## src/rtl/simplerisc_pkg.sv

```systemverilog
// rtl/simplerisc_pkg.sv - shared opcodes, datapath width, FSM encoding and divide helper
// Purpose : common definitions for the execute stage and its sub-modules.
// Contents: XLEN, ALU opcode constants, exec FSM state type, signed div/mod helper
//           used by the single-cycle divide path.
package simplerisc_pkg;

   localparam int XLEN = 32;

   localparam logic [3:0] OP_ADD  = 4'd0;
   localparam logic [3:0] OP_SUB  = 4'd1;
   localparam logic [3:0] OP_AND  = 4'd2;
   localparam logic [3:0] OP_OR   = 4'd3;
   localparam logic [3:0] OP_XOR  = 4'd4;
   localparam logic [3:0] OP_SLT  = 4'd5;
   localparam logic [3:0] OP_SLL  = 4'd6;
   localparam logic [3:0] OP_SRL  = 4'd7;
   localparam logic [3:0] OP_SRA  = 4'd8;
   localparam logic [3:0] OP_PASS = 4'd9;
   localparam logic [3:0] OP_NOT  = 4'd10;
   localparam logic [3:0] OP_MUL  = 4'd11;
   localparam logic [3:0] OP_DIV  = 4'd12;
   localparam logic [3:0] OP_MOD  = 4'd13;

   typedef enum logic [1:0] {
      ST_IDLE = 2'd0,
      ST_DIV  = 2'd1,
      ST_HOLD = 2'd2
   } state_e;

   typedef struct packed {
      logic [XLEN-1:0] quo;
      logic [XLEN-1:0] rem;
   } divmod_t;

   // Signed divide on magnitudes so that 0x80000000 / -1 wraps to 0x80000000
   // instead of overflowing; divide by zero gives all-ones / dividend.
   function automatic divmod_t signed_divmod(input logic [XLEN-1:0] a,
                                             input logic [XLEN-1:0] b);
      divmod_t         r;
      logic [XLEN-1:0] ma, mb, uq, ur;
      ma = a[XLEN-1] ? -a : a;
      mb = b[XLEN-1] ? -b : b;
      uq = '0;
      ur = '0;
      if (b == '0) begin
         r.quo = '1;
         r.rem = a;
      end else begin
         uq    = ma / mb;
         ur    = ma % mb;
         r.quo = (a[XLEN-1] ^ b[XLEN-1]) ? -uq : uq;
         r.rem = a[XLEN-1] ? -ur : ur;
      end
      return r;
   endfunction

endpackage

```

## src/rtl/exec_stage_alu.sv

```systemverilog
// rtl/exec_stage_alu.sv - combinational ALU for all single-cycle opcodes
// Purpose : computes ADD/SUB/logic/SLT/shifts/PASS/NOT/MUL results.
// Ports   : op_i opcode, a_i/b_i operands, y_o result (0 for DIV/MOD and
//           unknown opcodes; the divide paths live in the stage).
module exec_stage_alu
   import simplerisc_pkg::*;
(
   input  logic [3:0]      op_i,
   input  logic [XLEN-1:0] a_i,
   input  logic [XLEN-1:0] b_i,
   output logic [XLEN-1:0] y_o
);

   always_comb begin
      y_o = '0;
      case (op_i)
         OP_ADD:  y_o = a_i + b_i;
         OP_SUB:  y_o = a_i - b_i;
         OP_AND:  y_o = a_i & b_i;
         OP_OR:   y_o = a_i | b_i;
         OP_XOR:  y_o = a_i ^ b_i;
         OP_SLT:  y_o = {{(XLEN-1){1'b0}}, ($signed(a_i) < $signed(b_i))};
         OP_SLL:  y_o = a_i << b_i[4:0];
         OP_SRL:  y_o = a_i >> b_i[4:0];
         OP_SRA:  y_o = $signed(a_i) >>> b_i[4:0];
         OP_PASS: y_o = b_i;
         OP_NOT:  y_o = ~b_i;
         OP_MUL:  y_o = a_i * b_i;
         default: y_o = '0;
      endcase
   end

endmodule

```

## src/rtl/iter_divider.sv

```systemverilog
// rtl/iter_divider.sv - 32-iteration restoring signed divider with abort
// Purpose : one quotient bit per cycle on operand magnitudes; signs applied
//           to the final step so results appear on the last iteration edge.
// Ports   : clk, rst (async, high); start_i loads a_i/b_i (b_i != 0);
//           abort_i cancels a running divide; done_o is high in the cycle
//           whose rising edge completes the last iteration, with quo_o/rem_o
//           carrying the signed results in that same cycle.
module iter_divider
   import simplerisc_pkg::*;
(
   input  logic            clk,
   input  logic            rst,
   input  logic            start_i,
   input  logic            abort_i,
   input  logic [XLEN-1:0] a_i,
   input  logic [XLEN-1:0] b_i,
   output logic            done_o,
   output logic [XLEN-1:0] quo_o,
   output logic [XLEN-1:0] rem_o
);

   logic            run_q;
   logic [4:0]      cnt_q;
   logic [XLEN-1:0] rem_q, quo_q, dvs_q;
   logic            neg_quo_q, neg_rem_q;

   logic [XLEN:0]   shift, diff;
   logic [XLEN-1:0] rem_d, quo_d;
   logic            qbit;

   // quo_q starts as the dividend magnitude; its MSB is shifted into the
   // partial remainder while quotient bits enter at the LSB.
   always_comb begin
      shift = {rem_q, quo_q[XLEN-1]};
      diff  = shift - {1'b0, dvs_q};
      qbit  = ~diff[XLEN];
      rem_d = qbit ? diff[XLEN-1:0] : shift[XLEN-1:0];
      quo_d = {quo_q[XLEN-2:0], qbit};
   end

   assign done_o = run_q && (cnt_q == 5'd31);
   assign quo_o  = neg_quo_q ? -quo_d : quo_d;
   assign rem_o  = neg_rem_q ? -rem_d : rem_d;

   always_ff @(posedge clk or posedge rst) begin
      if (rst) begin
         run_q     <= 1'b0;
         cnt_q     <= '0;
         rem_q     <= '0;
         quo_q     <= '0;
         dvs_q     <= '0;
         neg_quo_q <= 1'b0;
         neg_rem_q <= 1'b0;
      end else if (abort_i) begin
         run_q <= 1'b0;
      end else if (start_i) begin
         run_q     <= 1'b1;
         cnt_q     <= '0;
         rem_q     <= '0;
         quo_q     <= a_i[XLEN-1] ? -a_i : a_i;
         dvs_q     <= b_i[XLEN-1] ? -b_i : b_i;
         neg_quo_q <= a_i[XLEN-1] ^ b_i[XLEN-1];
         neg_rem_q <= a_i[XLEN-1];
      end else if (run_q) begin
         rem_q <= rem_d;
         quo_q <= quo_d;
         cnt_q <= cnt_q + 5'd1;
         if (cnt_q == 5'd31) begin
            run_q <= 1'b0;
         end
      end
   end

endmodule

```

## src/rtl/exec_stage.sv

```systemverilog
// rtl/exec_stage.sv - execute stage: ALU plus signed divide with valid/ready handshakes
// Purpose : accepts one op from decode, produces one registered result for
//           writeback. Macro EXEC_ITER_DIV_EN selects the 32-cycle iterative
//           divider; without it DIV/MOD finish in one cycle combinationally.
// Ports   : clk, rst (async, high), flush (sync kill);
//           in_valid/in_ready, in_op, in_a, in_b, in_rd  - issue side;
//           out_valid/out_ready, out_y, out_zero, out_rd - result side;
//           busy - high while a divide is iterating.
module exec_stage #(
   parameter int RD_W = 5,
   parameter int XLEN = 32
) (
   input  logic            clk,
   input  logic            rst,
   input  logic            flush,
   input  logic            in_valid,
   output logic            in_ready,
   input  logic [3:0]      in_op,
   input  logic [XLEN-1:0] in_a,
   input  logic [XLEN-1:0] in_b,
   input  logic [RD_W-1:0] in_rd,
   output logic            out_valid,
   input  logic            out_ready,
   output logic [XLEN-1:0] out_y,
   output logic            out_zero,
   output logic [RD_W-1:0] out_rd,
   output logic            busy
);

   import simplerisc_pkg::*;

   state_e          state_q;
   logic            out_valid_q, out_zero_q, mod_pend_q;
   logic [XLEN-1:0] out_y_q;
   logic [RD_W-1:0] out_rd_q, rd_pend_q;

   logic            accept, is_mod, is_divop, iter_start, div_done;
   logic [XLEN-1:0] alu_y, single_y, div_quo, div_rem, div_y;

   assign in_ready = (state_q == ST_IDLE) && (!out_valid_q || out_ready) && !flush;
   assign accept   = in_valid && in_ready;
   assign is_mod   = (in_op == OP_MOD);
   assign is_divop = (in_op == OP_DIV) || is_mod;

   exec_stage_alu u_alu (
      .op_i (in_op),
      .a_i  (in_a),
      .b_i  (in_b),
      .y_o  (alu_y)
   );

`ifdef EXEC_ITER_DIV_EN
   logic b_zero;
   assign b_zero     = (in_b == '0);
   assign iter_start = accept && is_divop && !b_zero;
   assign busy       = (state_q == ST_DIV);

   iter_divider u_div (
      .clk     (clk),
      .rst     (rst),
      .start_i (iter_start),
      .abort_i (flush),
      .a_i     (in_a),
      .b_i     (in_b),
      .done_o  (div_done),
      .quo_o   (div_quo),
      .rem_o   (div_rem)
   );

   // Only divide-by-zero reaches the single-cycle path here.
   always_comb begin
      single_y = alu_y;
      if (is_divop) begin
         single_y = is_mod ? in_a : '1;
      end
   end
`else
   divmod_t dm;
   assign dm         = signed_divmod(in_a, in_b);
   assign iter_start = 1'b0;
   assign div_done   = 1'b0;
   assign div_quo    = '0;
   assign div_rem    = '0;
   assign busy       = 1'b0;

   always_comb begin
      single_y = alu_y;
      if (is_divop) begin
         single_y = is_mod ? dm.rem : dm.quo;
      end
   end
`endif

   assign div_y = mod_pend_q ? div_rem : div_quo;

   assign out_valid = out_valid_q;
   assign out_y     = out_y_q;
   assign out_zero  = out_zero_q;
   assign out_rd    = out_rd_q;

   always_ff @(posedge clk or posedge rst) begin
      if (rst) begin
         state_q     <= ST_IDLE;
         out_valid_q <= 1'b0;
         out_y_q     <= '0;
         out_zero_q  <= 1'b0;
         out_rd_q    <= '0;
         rd_pend_q   <= '0;
         mod_pend_q  <= 1'b0;
      end else if (flush) begin
         // Flush beats both accept and output transfer.
         state_q     <= ST_IDLE;
         out_valid_q <= 1'b0;
      end else begin
         case (state_q)
            ST_IDLE: begin
               if (out_valid_q && out_ready) begin
                  out_valid_q <= 1'b0;
               end
               if (iter_start) begin
                  state_q    <= ST_DIV;
                  rd_pend_q  <= in_rd;
                  mod_pend_q <= is_mod;
               end else if (accept) begin
                  out_valid_q <= 1'b1;
                  out_y_q     <= single_y;
                  out_zero_q  <= (single_y == '0);
                  out_rd_q    <= in_rd;
               end
            end
            ST_DIV: begin
               if (div_done) begin
                  state_q     <= ST_HOLD;
                  out_valid_q <= 1'b1;
                  out_y_q     <= div_y;
                  out_zero_q  <= (div_y == '0);
                  out_rd_q    <= rd_pend_q;
               end
            end
            ST_HOLD: begin
               if (out_ready) begin
                  state_q     <= ST_IDLE;
                  out_valid_q <= 1'b0;
               end
            end
            default: state_q <= ST_IDLE;
         endcase
      end
   end

endmodule

```

## config.mk

```make
export PLATFORM = sky130hd
export DESIGN_NAME = exec_stage
export DESIGN_NICKNAME = d
export VERILOG_FILES = /design/src/rtl/simplerisc_pkg.sv /design/src/rtl/exec_stage_alu.sv /design/src/rtl/iter_divider.sv /design/src/rtl/exec_stage.sv
export SDC_FILE = /design/constraint.sdc
export NUM_CORES = 2
export LEC_CHECK = 0
export ABC_CLOCK_PERIOD_IN_PS = 2500
export BUFFER_PORTS_ARGS = -buffer_cell sky130_fd_sc_hd__buf_4
export CAP_MARGIN = 20
export CORE_MARGIN = 2
export CORE_UTILIZATION = 40
export DETAILED_ROUTE_END_ITERATION = 6
export MAX_ROUTING_LAYER = met4
export SYNTH_ARGS = -nofsm -noshare
export SYNTH_HDL_FRONTEND = slang
export SYNTH_HIERARCHICAL = 1
export SYNTH_SLANG_ARGS = --single-unit
```

## constraint.sdc

```tcl
create_clock -name clk -period 2.5 [get_ports clk]
set_input_delay 0.125 -clock clk [delete_from_list [all_inputs] [get_ports clk]]
set_output_delay 0.125 -clock clk [all_outputs]
set_load 0.02 [all_outputs]
```

Word-level counts from Yosys, hierarchy flattened
Index checks and enable logic that the tools add are counted.
{"block": "classes", "n_mux": 16, "magnitude_cmp": 1, "n_shift": 3, "eq_ne": 18, "bitwise": 6, "n_reduce_logical": 17, "n_mul": 1, "div_mod_pow": 2, "addsub": 6}
{"cell": "one-hot mux 32 bit (12 select lines)", "count": 1}
{"cell": "2-to-1 mux 32 bit", "count": 6}
{"cell": "negator 32 bit", "count": 4}
{"cell": "logical NOT 32 bit", "count": 2}
{"cell": "2-to-1 mux 64 bit", "count": 1}
{"cell": "adder 32 bit", "count": 1}
{"cell": "bitwise AND 32 bit", "count": 1}
{"cell": "divider 32 x 32 -> 32 bit", "count": 1}
{"cell": "less-than comparator 32 bit", "count": 1}
{"cell": "modulo 32 x 32 -> 32 bit", "count": 1}
{"cell": "multiplier 32 x 32 -> 32 bit", "count": 1}
{"cell": "NOT 32 bit", "count": 1}
{"cell": "bitwise OR 32 bit", "count": 1}
{"cell": "<< shifter 32 x 5 -> 32 bit", "count": 1}
{"cell": "right shift 32 x 5 -> 32 bit", "count": 1}
{"cell": ">>> shifter 32 x 5 -> 32 bit", "count": 1}
{"cell": "subtractor 32 bit", "count": 1}
{"cell": "XOR 32 bit", "count": 1}
{"cell": "== test 4 bit (second input constant)", "count": 6}
{"cell": "== test 4 x 3 -> 1 bit (second input constant)", "count": 4}
{"cell": "== test 4 x 2 -> 1 bit (second input constant)", "count": 2}
{"cell": "AND reduction 3 bit", "count": 2}
{"cell": "== test 4 x 1 -> 1 bit (second input constant)", "count": 1}
{"cell": "logical AND 1 bit", "count": 4}
{"cell": "other kinds (18)", "count": 24}
{"block": "totals", "latchBits": 0, "ff_bits": 41, "rom_bits": 0, "elab_cells": 75, "out_inout_bits": 41, "n_memories": 0, "ramBits": 0}

Longest topological paths before layout
{"block": "logic_depth", "ltp_word": 9, "ltp_mapped": 383}

Cells and area by module
The synthesis kept the hierarchy.
{"module": "exec_stage", "n_inst": 1, "area_per_inst_um2": 38609.5, "cells_each": 5779, "seq_area_each_um2": 975.9}
{"module": "exec_stage_alu", "n_inst": 1, "area_per_inst_um2": 23735.3, "cells_each": 3175, "seq_area_each_um2": 0.0}

Worst setup path after synthesis
Ideal clock, no wire load.
{"block": "synth_path", "path_kind": "input to register", "startpoint": "in in_b[0]", "endpoint": "reg out_zero_q (netlist: out_zero)", "path_buffers": 59, "setup_slack_ns": -77.537, "required_time_ns": 2.406, "path_stages": 351, "arrival_ns": 79.943, "setup_time_ns": 0.094, "cell_sequence": "inv_1 > ha_1 > nor4b_2 > a41oi_1 > xnor2_1 > nand4_1 > clkbuf_1 > nor2_1 > clkbuf_1 > nand3_1 > nor3_1 > nor2_1 > ha_1 > o21a_1 > o21ai_0 > nor2_1 > nand4_1 > mux2i_1 > [315 not listed] > nand2_1 > inv_1 > clkbuf_1 > clkbuf_1 > clkbuf_1 > ha_1 > nand3_1 > nor3_1 > nand4_1 > o41ai_1 > xnor2_1 > a21oi_1 > o21a_1 > or4_1 > nor4_1 > and4_1 > a41oi_1 > a211oi_1"}
{"block": "synth_between", "elab_chain_len": 9, "word_cells_on_any_way": 25, "classes_between": "5 x add/sub; 1 x mul; 2 x div; 1 x order compare; 3 x shift; 7 x mux; 4 x bitwise; 2 x reduce/logical"}
{"item": "from (decl)", "line_no": "exec_stage.sv:20", "text": "input logic [XLEN-1:0] in_b,"}
{"item": "negator 32 bit", "line_no": "simplerisc_pkg.sv:42", "text": "mb = b[XLEN-1] ? -b : b;"}
{"item": "2-to-1 mux 32 bit", "line_no": "simplerisc_pkg.sv:42"}
{"item": "divider 32 x 32 -> 32 bit / modulo 32 x 32 -> 32 bit (equally long branches)", "line_no": "simplerisc_pkg.sv:49, simplerisc_pkg.sv:50"}
{"item": "negator 32 bit (on tied branches)", "line_no": "simplerisc_pkg.sv:51, simplerisc_pkg.sv:52"}
{"item": "2-to-1 mux 32 bit (on tied branches)", "line_no": "simplerisc_pkg.sv:51, simplerisc_pkg.sv:52"}
{"item": "2-to-1 mux 64 bit", "line_no": "simplerisc_pkg.sv:45", "text": "if (b == '0) begin"}
{"item": "2-to-1 mux 32 bit", "line_no": "exec_stage.sv:89", "text": "single_y = is_mod ? dm.rem : dm.quo;"}
{"item": "2-to-1 mux 32 bit (*)", "line_no": "exec_stage.sv:88", "text": "if (is_divop) begin"}
{"item": "logical NOT 32 bit (*)", "line_no": "exec_stage.sv:127", "text": "out_zero_q <= (single_y == '0);"}
{"item": "to (signal assigned)", "line_no": "exec_stage.sv:127"}
{"item": "to (signal assigned)", "line_no": "exec_stage.sv:136", "text": "out_zero_q <= (div_y == '0);"}
{"item": "to (decl)", "line_no": "exec_stage.sv:33", "text": "logic out_valid_q, out_zero_q, mod_pend_q;"}
Every way passes the cells marked *; elsewhere a longest branch is shown, timed or not.
A chain may end at the register's enable or synchronous reset.

Worst setup path after layout
{"block": "layout_path", "startpoint": "in in_b[14]", "endpoint": "reg out_zero_q (netlist: out_zero)"}
The elaborated chain is that of the path after synthesis.

==> PnR_summary.wiki <==
{| class="wikitable"
! Metric !! Value
|-
| Net count reported at finish || 14104
|-
| Die span in y || 398.8 um
|-
| WL per Instance || 28.69 um
|-
| Initial DRT Pass Iterations || 7
|-
| Overall via count from detail_route || 93325
|-
| Pin count of the biggest net entering global routing || 76
|-
| Global placement routability congestion || 1.233
|-
| Number of antenna violations at the first check in global routing || 47
|-
| Dpl hpwl || 345900 um
|-
| Sum of overflow across all layers after global routing || 0
|-
| Yosys warns || 6
|-
| Sort of element at the start of the critical path || input pin
|-
| Proportion of netlist area held by the largest area contributor || 15.15%
|-
| Fmax || 0.01454 GHz
|-
| Critical Path Fanout Max || 11
|-
| WL final || 428900 um
|-
| Via count of the first global-routing pass || 88056
|-
| Number of clock sinks seen by CTS || 39
|-
| Fin. Hold Viols || 0
|-
| Buffers added on ports || 117
|-
| Unrepaired setup endpoints after global routing || yes
|-
| Number of cells in the design after placement || 14508
|-
| Mapped Avg Cell Area || 6.963 um2
|-
| Post-synth top flop || dfrtp_1
|-
| Global routing's busiest layer || met2
|-
| Arrival time of data at the critical path endpoint || 69.06 ns
|-
| Pin slew with the least headroom to its limit || 1.254 ns
|-
| Met2 routing resource usage after global routing || 72.78%
|-
| Cells after synthesis || 8954
|-
| Horizontal extent of the die || 398.8 um
|-
| Detail-routed via count per cell || 6.244
|-
| Met1 track utilization from global routing || 64.35%
|-
| Final routed DRC violation total || 3
|-
| Largest area contributor in the synthesized netlist || ha_1
|-
| Result of the run || finished with violations
|-
| Power Dens Cells || 1280 nW/um2
|-
| Clock tree buffer depth || 2
|-
| Number of DRC violations after detailed-routing iteration 0 || 12963
|-
| Cell with the biggest individual delay on the critical path || or4_4
|-
| Number of nets produced by synthesis || 10198
|-
| Worst ir drop on vdd || 4.538 mV
|-
| Fin crit share || 2752%
|-
| First-pass GRT wire length || 592300 um
|-
| Number of buffers inserted during clock tree synthesis || 5
|-
| Placeable Area || 154400 um2
|-
| Final worst clock skew || 0.01513 ns
|-
| Clock-pin slew of the registers on the worst-case setup and hold paths || 0.09 ns
|-
| Global-route track usage on met3 || 16.24%
|-
| Worst slack on hold paths || 0.02707 ns
|-
| I/O pin cnt || 119
|-
| Filler cells || 12925
|-
| Highest-count cells in the layout ignoring fill and taps || 4106 x buf_4, 1012 x nor2_1, 837 x nand2_1
|-
| Flip-flop and latch count after synthesis || 39
|-
| Placement row count || 144
|-
| Clock tree from TritonCTS || built
|-
| Root buffer selected by CTS || clkbuf_16
|-
| Layout cell share with drive strength beyond 1 || 43.46%
|-
| Area grow syn2layout || 68.18%
|-
| Final cell count without fillers || 14947
|-
| Htree depth || 2
|-
| Number of synthesized flops with an enable pin || 0
|-
| Dpl cell area || 94990 um2
|-
| Most frequent standard cell in the layout excluding fill and tap cells || buf_4
|-
| Synthesized area || 62340 um2
|-
| Class of the most critical setup path || in2reg
|-
| Critical path's largest stage delay || 0.53 ns
|-
| Final period demand of the worst path || 68.79 ns
|-
| Max Slew Vio Count || 0
|-
| Post-detailed-route count of antenna-violating nets || 0
|-
| Die area || 159000 um2
|-
| Sequential share of the synthesized area || 1.565%
|-
| Maximum Capacitance Violations || 0
|-
| Required time of the critical path || 2.77 ns
|-
| Proportion of register bits with asynchronous set or reset after synthesis || 100.0%
|-
| Setup WS post-layout || -66.29 ns
|-
| Max-Slew Margin vs Limit || 15.66%
|-
| Total track usage || 52.14%
|-
| Leak Pwr || 0.05054 uW
|-
| Post-Layout Inst Area || 104900 um2
|-
| Leading post-synthesis cells by cell area || ha_1 15%, fa_1 13%, nor2_1 6.7%, a21oi_1 5.7%, nand2_1 5.5%
|-
| Setup violators final || 33
|-
| Starting density of the core || 40.38%
|-
| Worst setup slack before clock tree synthesis || -70.81 ns
|-
| Crit path top cell by count || buf_4
|-
| Netlist cell types || 112
|-
| Failing checks || DRC, setup timing
|-
| Clock network latency to the later pin of the worst-skew pair || 0.35 ns
|-
| Hold Path Class || in2reg
|-
| Category of the worst setup path capture point || flip-flop
|}
==> flip-flops by register name (all words and copies together) (netlist names) <==
name       flops
out_valid      1
out_zero       1
out_rd         5
out_y         32
==> logic make-up (layout without fill, tap and decap cells) <==
logic type                 after synthesis  after routing  synth area share (%)
xor gates and xnor gates               581            581                 8.162
other                                    1             43              0.006015
DFF                                     39             39                 1.565
buffers and inverters                 1144           5048                 6.982
muxes                                  194            194                 3.370
AOI/OAI and AO/OA                     2688           2688                 28.39
and+or+nand+nor                       3141           3144                 23.17
adders and majority gates             1166           1166                 28.35
==> per-layer routing <==
metal	share of wire (%)	vias to the layer above	wire length, um
met2	40	7012	169900
li1	-	39944	-
met4	8.7	0	37400
met5	0	-	0
met1	37	44399	160500
met3	14	1970	61150
==> where the power goes <==
group	switching (uW)	leakage, uW	internal [uW]
Clock	390	0.0000913	576
Combinational	71400	0.0500	60800
Sequential	226	0.000477	860
Total	72000	0.0505	62300
==> area by class of cell <==
class | count | area [um2] | area share [%]
Antenna cell | 42 | 105.1 | 0.1002
Tap cell | 2044 | 2557 | 2.439
Timing Repair Buffer | 4295 | 33480 | 31.93
Inverter | 743 | 2821 | 2.691
Clock inverter | 2 | 60.06 | 0.05728
Timing Repair inverter | 2 | 22.52 | 0.02148
Multi-Input combinational cell | 7774 | 64700 | 61.71
Clock buffer | 6 | 128.9 | 0.1229
Sequential cell | 39 | 975.9 | 0.9308
==> per-stage QoR <==
| step | total power [uW] | setup TNS (ns) | util [%] |
|---|---|---|---|
| 5_1_grt | 140500 | -2216.00 | 67.89 |
| 4_1_cts | 125200 | -2112.66 | 63.53 |
| 6_report | 134300 | -2153.68 | 67.91 |
| 3_3_place_gp | 119600 | -2277.45 | 61.52 |
| 2_1_floorplan | 63440 | -2091.36 | - |
| 3_5_place_dp | 121100 | -2300.48 | 61.52 |
==> cells in the mapped netlist, types with 35 or more instances <==
cell,number
or2_2,63
o21ai_0,545
nor2_1,1114
a21o_1,177
a221oi_1,48
and3_1,49
mux2_2,87
o31ai_1,72
inv_1,724
o211ai_1,95
a211o_1,41
a31oi_1,127
o2111ai_1,35
clkbuf_1,308
mux2i_1,103
dfrtp_1,39
o21bai_1,60
buf_1,60
nand2_1,910
xor2_1,197
nand3_1,209
ha_1,755
nor3_1,228
a21oi_1,712
nor4_1,56
and2_1,50
nand4_1,99
or3_1,80
o21a_1,145
a211oi_1,114
nor2b_1,52
xnor2_1,384
fa_1,411
nand2b_1,83
o22ai_1,60
==> worst max-delay path: cells and delay by family <==
kind | cells | cell delay (ns)
AOI/OAI and AO/OA | 146 | 29.82
and+or+nand+nor | 115 | 20.97
buffers and inverters | 54 | 8.57
adders and majority gates | 31 | 7.75
muxes | 3 | 0.92
xor gates and xnor gates | 3 | 0.67
==> path summary, 6_finish.rpt <==
kind | startpoint | endpoint | slack [ns] | cells past startpoint
min reg2reg | out_y[0]$_DFFE_PP0P_ | out_y[0]$_DFFE_PP0P_ | 0.50 | 2
max reg2reg | out_valid$_DFFE_PP0P_ | out_zero$_DFFE_PP0P_ | -0.81 | 13
min in group asynchronous | rst | out_zero$_DFFE_PP0P_ | 0.42 | 3
max in group asynchronous | rst | out_rd[1]$_DFFE_PP0P_ | 1.30 | 4
max | in_b[14] | out_zero$_DFFE_PP0P_ | -66.29 | 352
min | in_rd[2] | out_rd[2]$_DFFE_PP0P_ | 0.03 | 2
==> timing repair <==
| item | 4_1_cts | 5_1_grt |
|---|---|---|
| gates cloned | 5 | 8 |
| endpoints found under the setup margin | 33 | 33 |
| buffers inserted | 117 | 271 |
| pin swaps | 175 | 429 |
| hold buffers | 2 | 0 |
| endpoints found under the hold margin | 24 | 0 |
| gates resized for setup | 434 | 908 |
(Power assumes the default switching activity.)
